### config.mk
export PLATFORM = sky130hd
export DESIGN_NAME = datapath_ctrl
export DESIGN_NICKNAME = d
export VERILOG_FILES = /design/src/rtl/dp_ctrl_pkg.sv /design/src/rtl/dp_op_decode.sv /design/src/rtl/datapath_ctrl.sv
export SDC_FILE = /design/constraint.sdc
export NUM_CORES = 1
export LEC_CHECK = 0
export ABC_AREA = 1
export BUFFER_PORTS_ARGS = -buffer_cell sky130_fd_sc_hd__buf_2
export CAP_MARGIN = 20
export CORE_AREA = 2 2 39 41
export DETAILED_ROUTE_END_ITERATION = 12
export DIE_AREA = 0 0 41 43
export PLACE_DENSITY = 0.81
export SYNTH_ARGS = -nofsm -noshare
export SYNTH_HDL_FRONTEND = slang
export SYNTH_SLANG_ARGS = --single-unit
### constraint.sdc
create_clock -name clock -period 2.47 [get_ports clock]
set_input_delay 0.741 -clock clock [delete_from_list [all_inputs] [get_ports clock]]
set_output_delay 0.741 -clock clock [all_outputs]
set_load 0.1 [all_outputs]
### src/rtl/dp_ctrl_pkg.sv
// Shared definitions for the accumulator-datapath sequencer:
// opcodes, state encodings and the control-word layout.
package dp_ctrl_pkg;

  // Instruction opcodes
  localparam logic [1:0] OP_NOP  = 2'b00;
  localparam logic [1:0] OP_LDI  = 2'b01;
  localparam logic [1:0] OP_ADDI = 2'b10;
  localparam logic [1:0] OP_DBL  = 2'b11;

  // Sequencer state encodings
  localparam logic [1:0] S_IDLE = 2'd0;
  localparam logic [1:0] S_EXEC = 2'd1;
  localparam logic [1:0] S_GAP  = 2'd2;
  localparam logic [1:0] S_DONE = 2'd3;

  // Datapath control word, packed as {SelB, AddAlu, LoadAC}
  typedef struct packed {
    logic sel_b;
    logic add_alu;
    logic load_ac;
  } ctrl_word_t;

  localparam ctrl_word_t CTRL_OFF = '{sel_b: 1'b0, add_alu: 1'b0, load_ac: 1'b0};

  // Assemble a control word from its three fields
  function automatic ctrl_word_t make_ctrl(input logic sel_b,
                                           input logic add_alu,
                                           input logic load_ac);
    ctrl_word_t w;
    w.sel_b   = sel_b;
    w.add_alu = add_alu;
    w.load_ac = load_ac;
    return w;
  endfunction

endpackage

### src/rtl/dp_op_decode.sv
// Opcode to datapath-routing map used while an instruction is executing.
// LDI loads the immediate, ADDI adds the immediate, DBL adds AC to itself.
module dp_op_decode
  import dp_ctrl_pkg::*;
(
  input  logic [1:0] op_i,
  output logic       sel_b_o,
  output logic       add_alu_o
);

  // Pure table lookup; NOP never reaches EXEC/GAP so its entry is inert
  always_comb begin
    sel_b_o   = 1'b0;
    add_alu_o = 1'b0;
    case (op_i)
      OP_LDI: begin
        sel_b_o   = 1'b1;
        add_alu_o = 1'b0;
      end
      OP_ADDI: begin
        sel_b_o   = 1'b1;
        add_alu_o = 1'b1;
      end
      OP_DBL: begin
        sel_b_o   = 1'b0;
        add_alu_o = 1'b1;
      end
      default: begin
        sel_b_o   = 1'b0;
        add_alu_o = 1'b0;
      end
    endcase
  end

endmodule

### src/rtl/datapath_ctrl.sv
// Instruction sequencer driving the 4-bit accumulator datapath.
// Accepts one instruction in IDLE, issues rep+1 load cycles separated by
// a settle (GAP) cycle, then pulses done. All outputs decode registered state.
module datapath_ctrl
  import dp_ctrl_pkg::*;
#(
  parameter int DATA_W = 4,
  parameter int REP_W  = 2
) (
  input  logic              clock,
  input  logic              reset,
  input  logic              instr_valid,
  output logic              instr_ready,
  input  logic [1:0]        instr_op,
  input  logic [DATA_W-1:0] instr_imm,
  input  logic [REP_W-1:0]  instr_rep,
  output logic [DATA_W-1:0] ABus,
  output logic              SelB,
  output logic              LoadAC,
  output logic              AddAlu,
  output logic              busy,
  output logic              done
);

  localparam logic [REP_W-1:0] CNT_ZERO = '0;
  localparam logic [REP_W-1:0] CNT_ONE  = {{(REP_W-1){1'b0}}, 1'b1};

  logic [1:0]        state_q, state_d;
  logic [1:0]        op_q, op_d;
  logic [DATA_W-1:0] imm_q, imm_d;
  logic [REP_W-1:0]  cnt_q, cnt_d;

  logic       dec_sel_b;
  logic       dec_add_alu;
  ctrl_word_t ctrl;

  dp_op_decode u_op_decode (
    .op_i      (op_q),
    .sel_b_o   (dec_sel_b),
    .add_alu_o (dec_add_alu)
  );

  // Next-state logic: instruction fields are captured only on the IDLE accept
  always_comb begin
    state_d = state_q;
    op_d    = op_q;
    imm_d   = imm_q;
    cnt_d   = cnt_q;
    case (state_q)
      S_IDLE: begin
        if (instr_valid) begin
          op_d    = instr_op;
          imm_d   = instr_imm;
          cnt_d   = instr_rep;
          state_d = (instr_op == OP_NOP) ? S_DONE : S_EXEC;
        end
      end
      S_EXEC: begin
        // Counter only decrements from nonzero, so it can never wrap
        if (cnt_q == CNT_ZERO) begin
          state_d = S_DONE;
        end else begin
          cnt_d   = cnt_q - CNT_ONE;
          state_d = S_GAP;
        end
      end
      S_GAP: begin
        // One cycle with LoadAC low so the datapath's OutBus settles
        state_d = S_EXEC;
      end
      S_DONE: begin
        state_d = S_IDLE;
      end
      default: begin
        state_d = S_IDLE;
      end
    endcase
  end

  // State and instruction registers; reset wins over any accept in the same cycle
  always_ff @(posedge clock) begin
    if (reset) begin
      state_q <= S_IDLE;
      op_q    <= OP_NOP;
      imm_q   <= '0;
      cnt_q   <= '0;
    end else begin
      state_q <= state_d;
      op_q    <= op_d;
      imm_q   <= imm_d;
      cnt_q   <= cnt_d;
    end
  end

  // Moore decode of the datapath control word; GAP holds routing but drops the load
  always_comb begin
    ctrl = CTRL_OFF;
    case (state_q)
      S_EXEC:  ctrl = make_ctrl(dec_sel_b, dec_add_alu, 1'b1);
      S_GAP:   ctrl = make_ctrl(dec_sel_b, dec_add_alu, 1'b0);
      default: ctrl = CTRL_OFF;
    endcase
  end

  assign SelB        = ctrl.sel_b;
  assign AddAlu      = ctrl.add_alu;
  assign LoadAC      = ctrl.load_ac;
  assign ABus        = imm_q;
  assign instr_ready = (state_q == S_IDLE);
  assign busy        = (state_q != S_IDLE);
  assign done        = (state_q == S_DONE);

endmodule

==> impl_metrics.csv <==
group,metric,value,unit
run_status,run_status,"completed",
final_layout,fin_area,758,um^2
clock_network,cts_max_path_buffers,2,
setup_path,ff2ff_setup_slack,1.11,ns
route,avgViaCountPerCell,4.72,
clock_network,cts_made_buffers,3,
route,first_pass_iters,2,
die,die_area,1760,um^2
timing,slew_viol_final,0,
clock_network,post-cts-setup-buffers,0,
run,maxCapViolCount,0,
final_layout,final_util,54.8,%
placement,place.gp.congestion,0.709,
pwr,power.total,781,uW
pwr,p_sw,403,uW
timing,setup_viol,0,
die,rows,14,
logic_synthesis,syn_area,554,um^2
pwr,power_density,1030,nW/um^2
route,vias,548,
pwr,cellLeakagePower,0.387,nW
pwr,clock_power_share,18.5,%
final_layout,n_fill_cell,139,
placement,post-dp-hpwl,899,um
timing,timing.final.crit_share,95.5,%
global_route,grt_pass1_vias,466,
die,die_w,41,um
final_layout,final_nets,120,
logic_synthesis,ys_types,12,
timing,rsz0062_at_grt,"false",
logic_synthesis,yosys_warnings,0,
route,drtIter0Drc,2,
timing,clock_skew,0.00195,ns
min_path,min_path_type,"reg -> reg",
setup_path,path_max_fanout,6,
timing,max_slew.worst_pin.slew,0.484,ns
route,finalWirelength,1.08,mm
route,drc_errors,0,
final_layout,area_growth,36.8,%
setup_path,required,1.73,ns
global_route,grt_max_degree,10,
clock_network,cts_sinks,10,
timing,hold_viol_final,0,
die,die_h,43,um
logic_synthesis,synthCells,76,
route,routedWlPerCell,9.28,um
logic_synthesis,syn_nets,95,
timing,hold_slack,0.483,ns
pwr,seqPwrFrac,27.3,%
pwr,intPower,378,uW
placement,dpl.cell_count,112,
setup_path,start_kind,"flop",
clock_network,clk_pin_slew,0.07,ns
logic_synthesis,seq_area_frac_synth,36.1,%
die,initial_utilization,40.1,%
clock_network,cts_root_buf,"clkbuf_4",
global_route,antenna_found_initial,0,
placement,portBuffers,20,
final_layout,fin_cells,116,
final_layout,layout-drive-gt1-share,33.0,%
logic_synthesis,ys_ff_latch,10,
global_route,overflow,0,
pwr,switching_share,51.6,%
die,core,1380,um^2
setup_path,cp-end-kind,"primary output",
setup_path,crit_type,"reg -> out",
timing,fin_crit,2.36,ns
placement,place_area,722,um^2
final_layout,n_antenna_cell,0,
clock_network,cts_tree,"built",
clock_network,clk-insertion-delay-late,0.26,ns
global_route,grt_pass1_wl,1.77,mm
pwr,comb_power_share,54.2,%
logic_synthesis,synth.avg_cell_area,7.29,um^2
die,num_io_pins,21,
global_route,grt_usage,14.6,%
clock_network,cts_max_level,1,
setup_path,arrival,1.62,ns
route,postRouteAntennaNets,0,
pwr,vdd_ir_drop_max,0.514,mV
timing,max_freq,424,MHz
timing,slew-limit-headroom,68.0,%
-- layout make-up --
class	instances	area (um^2)	area share, %
Tap cell	16	20.0	2.64
Inverter	11	41.3	5.45
Timing Repair Buffer	20	130	17.2
Clock buffer	4	36.3	4.79
Sequential cell	10	200	26.4
Multi-Input combinational cell	55	330	43.6
-- state kept, by name, summed over array words and instances, names as in the netlist --
name     count
cnt_q        2
op_q         2
state_q      2
ABus         4
-- metal layers --
metal  track usage, %  part of all wire, %
met1             18.5                   42
met4             10.0                  1.8
met3             1.57                  7.3
met5                0                    0
met2             21.9                   48
-- worst max-delay path, cell delays in order, from the launching register on --
cell	delay, ns
dfxtp_1	0.44
inv_1	0.11
ha_1	0.28
inv_2	0.10
buf_2	0.42
-- cell usage in the layout (no fill, tap or decap) --
cell      instances
buf_2            18
nor2_1           17
dfxtp_1          10
o21ai_0          10
inv_1             9
nand2_1           9
ha_1              7
a21oi_1           3
clkbuf_4          3
nor2_4            2
inv_2             2
nand2_2           2
buf_12            2
o21ai_1           1
nand3_2           1
nor3_2            1
nand3_1           1
ha_2              1
clkbuf_8          1
-- final timing paths --
check	end	cells after the start	startpoint
max	busy	4	state_q[0]$_SDFFE_PP0P_
min	ABus[1]$_SDFFE_PP0P_	2	ABus[1]$_SDFFE_PP0P_
max reg2reg	ABus[3]$_SDFFE_PP0P_	6	state_q[0]$_SDFFE_PP0P_
min reg2reg	ABus[1]$_SDFFE_PP0P_	2	ABus[1]$_SDFFE_PP0P_
-- metrics by stage --
step	worst slack, ns	TNS, ns
floorplan	-0.108	-0.300
global placement	0.294	0
detailed placement	0.225	0
CTS	0.113	0
global route	0.0462	0
finish	0.111	0
-- cells by family after synthesis --
| group | count (synthesis) | share of synthesized area [%] |
|---|---|---|
| flops | 10 | 36.1 |
| buf+inv | 11 | 7.45 |
| fa+ha+maj | 8 | 18.1 |
| compound gates | 14 | 12.6 |
| simple gates | 33 | 25.7 |
-- synth_stat cells, drive strengths merged --
library cell	n	area, um^2
nor3	1	10.0
nand2	11	46.3
nand3	2	15.0
ha	8	100
o21ai	11	55.1
inv	11	41.3
nor2	19	71.3
dfxtp	10	200
a21oi	3	15.0
-- power by group through the flow --
stage / clock [mW] / combinational [mW] / sequential (mW)
2_1_floorplan: 0 / 0.285 / 0.284
3_3_place_gp: 0 / 0.416 / 0.214
3_5_place_dp: 0 / 0.424 / 0.217
4_1_cts: 0.149 / 0.425 / 0.214
5_1_grt: 0.154 / 0.457 / 0.216
6_report: 0.145 / 0.423 / 0.213
-- what timing repair did --
| item | in CTS | in global routing |
|---|---|---|
| hold buffers | 0 | 0 |
| endpoints found under the setup margin | 2 | 0 |
| gates resized for setup | 1 | 0 |
Note: power is estimated with default switching activity, not from simulation.
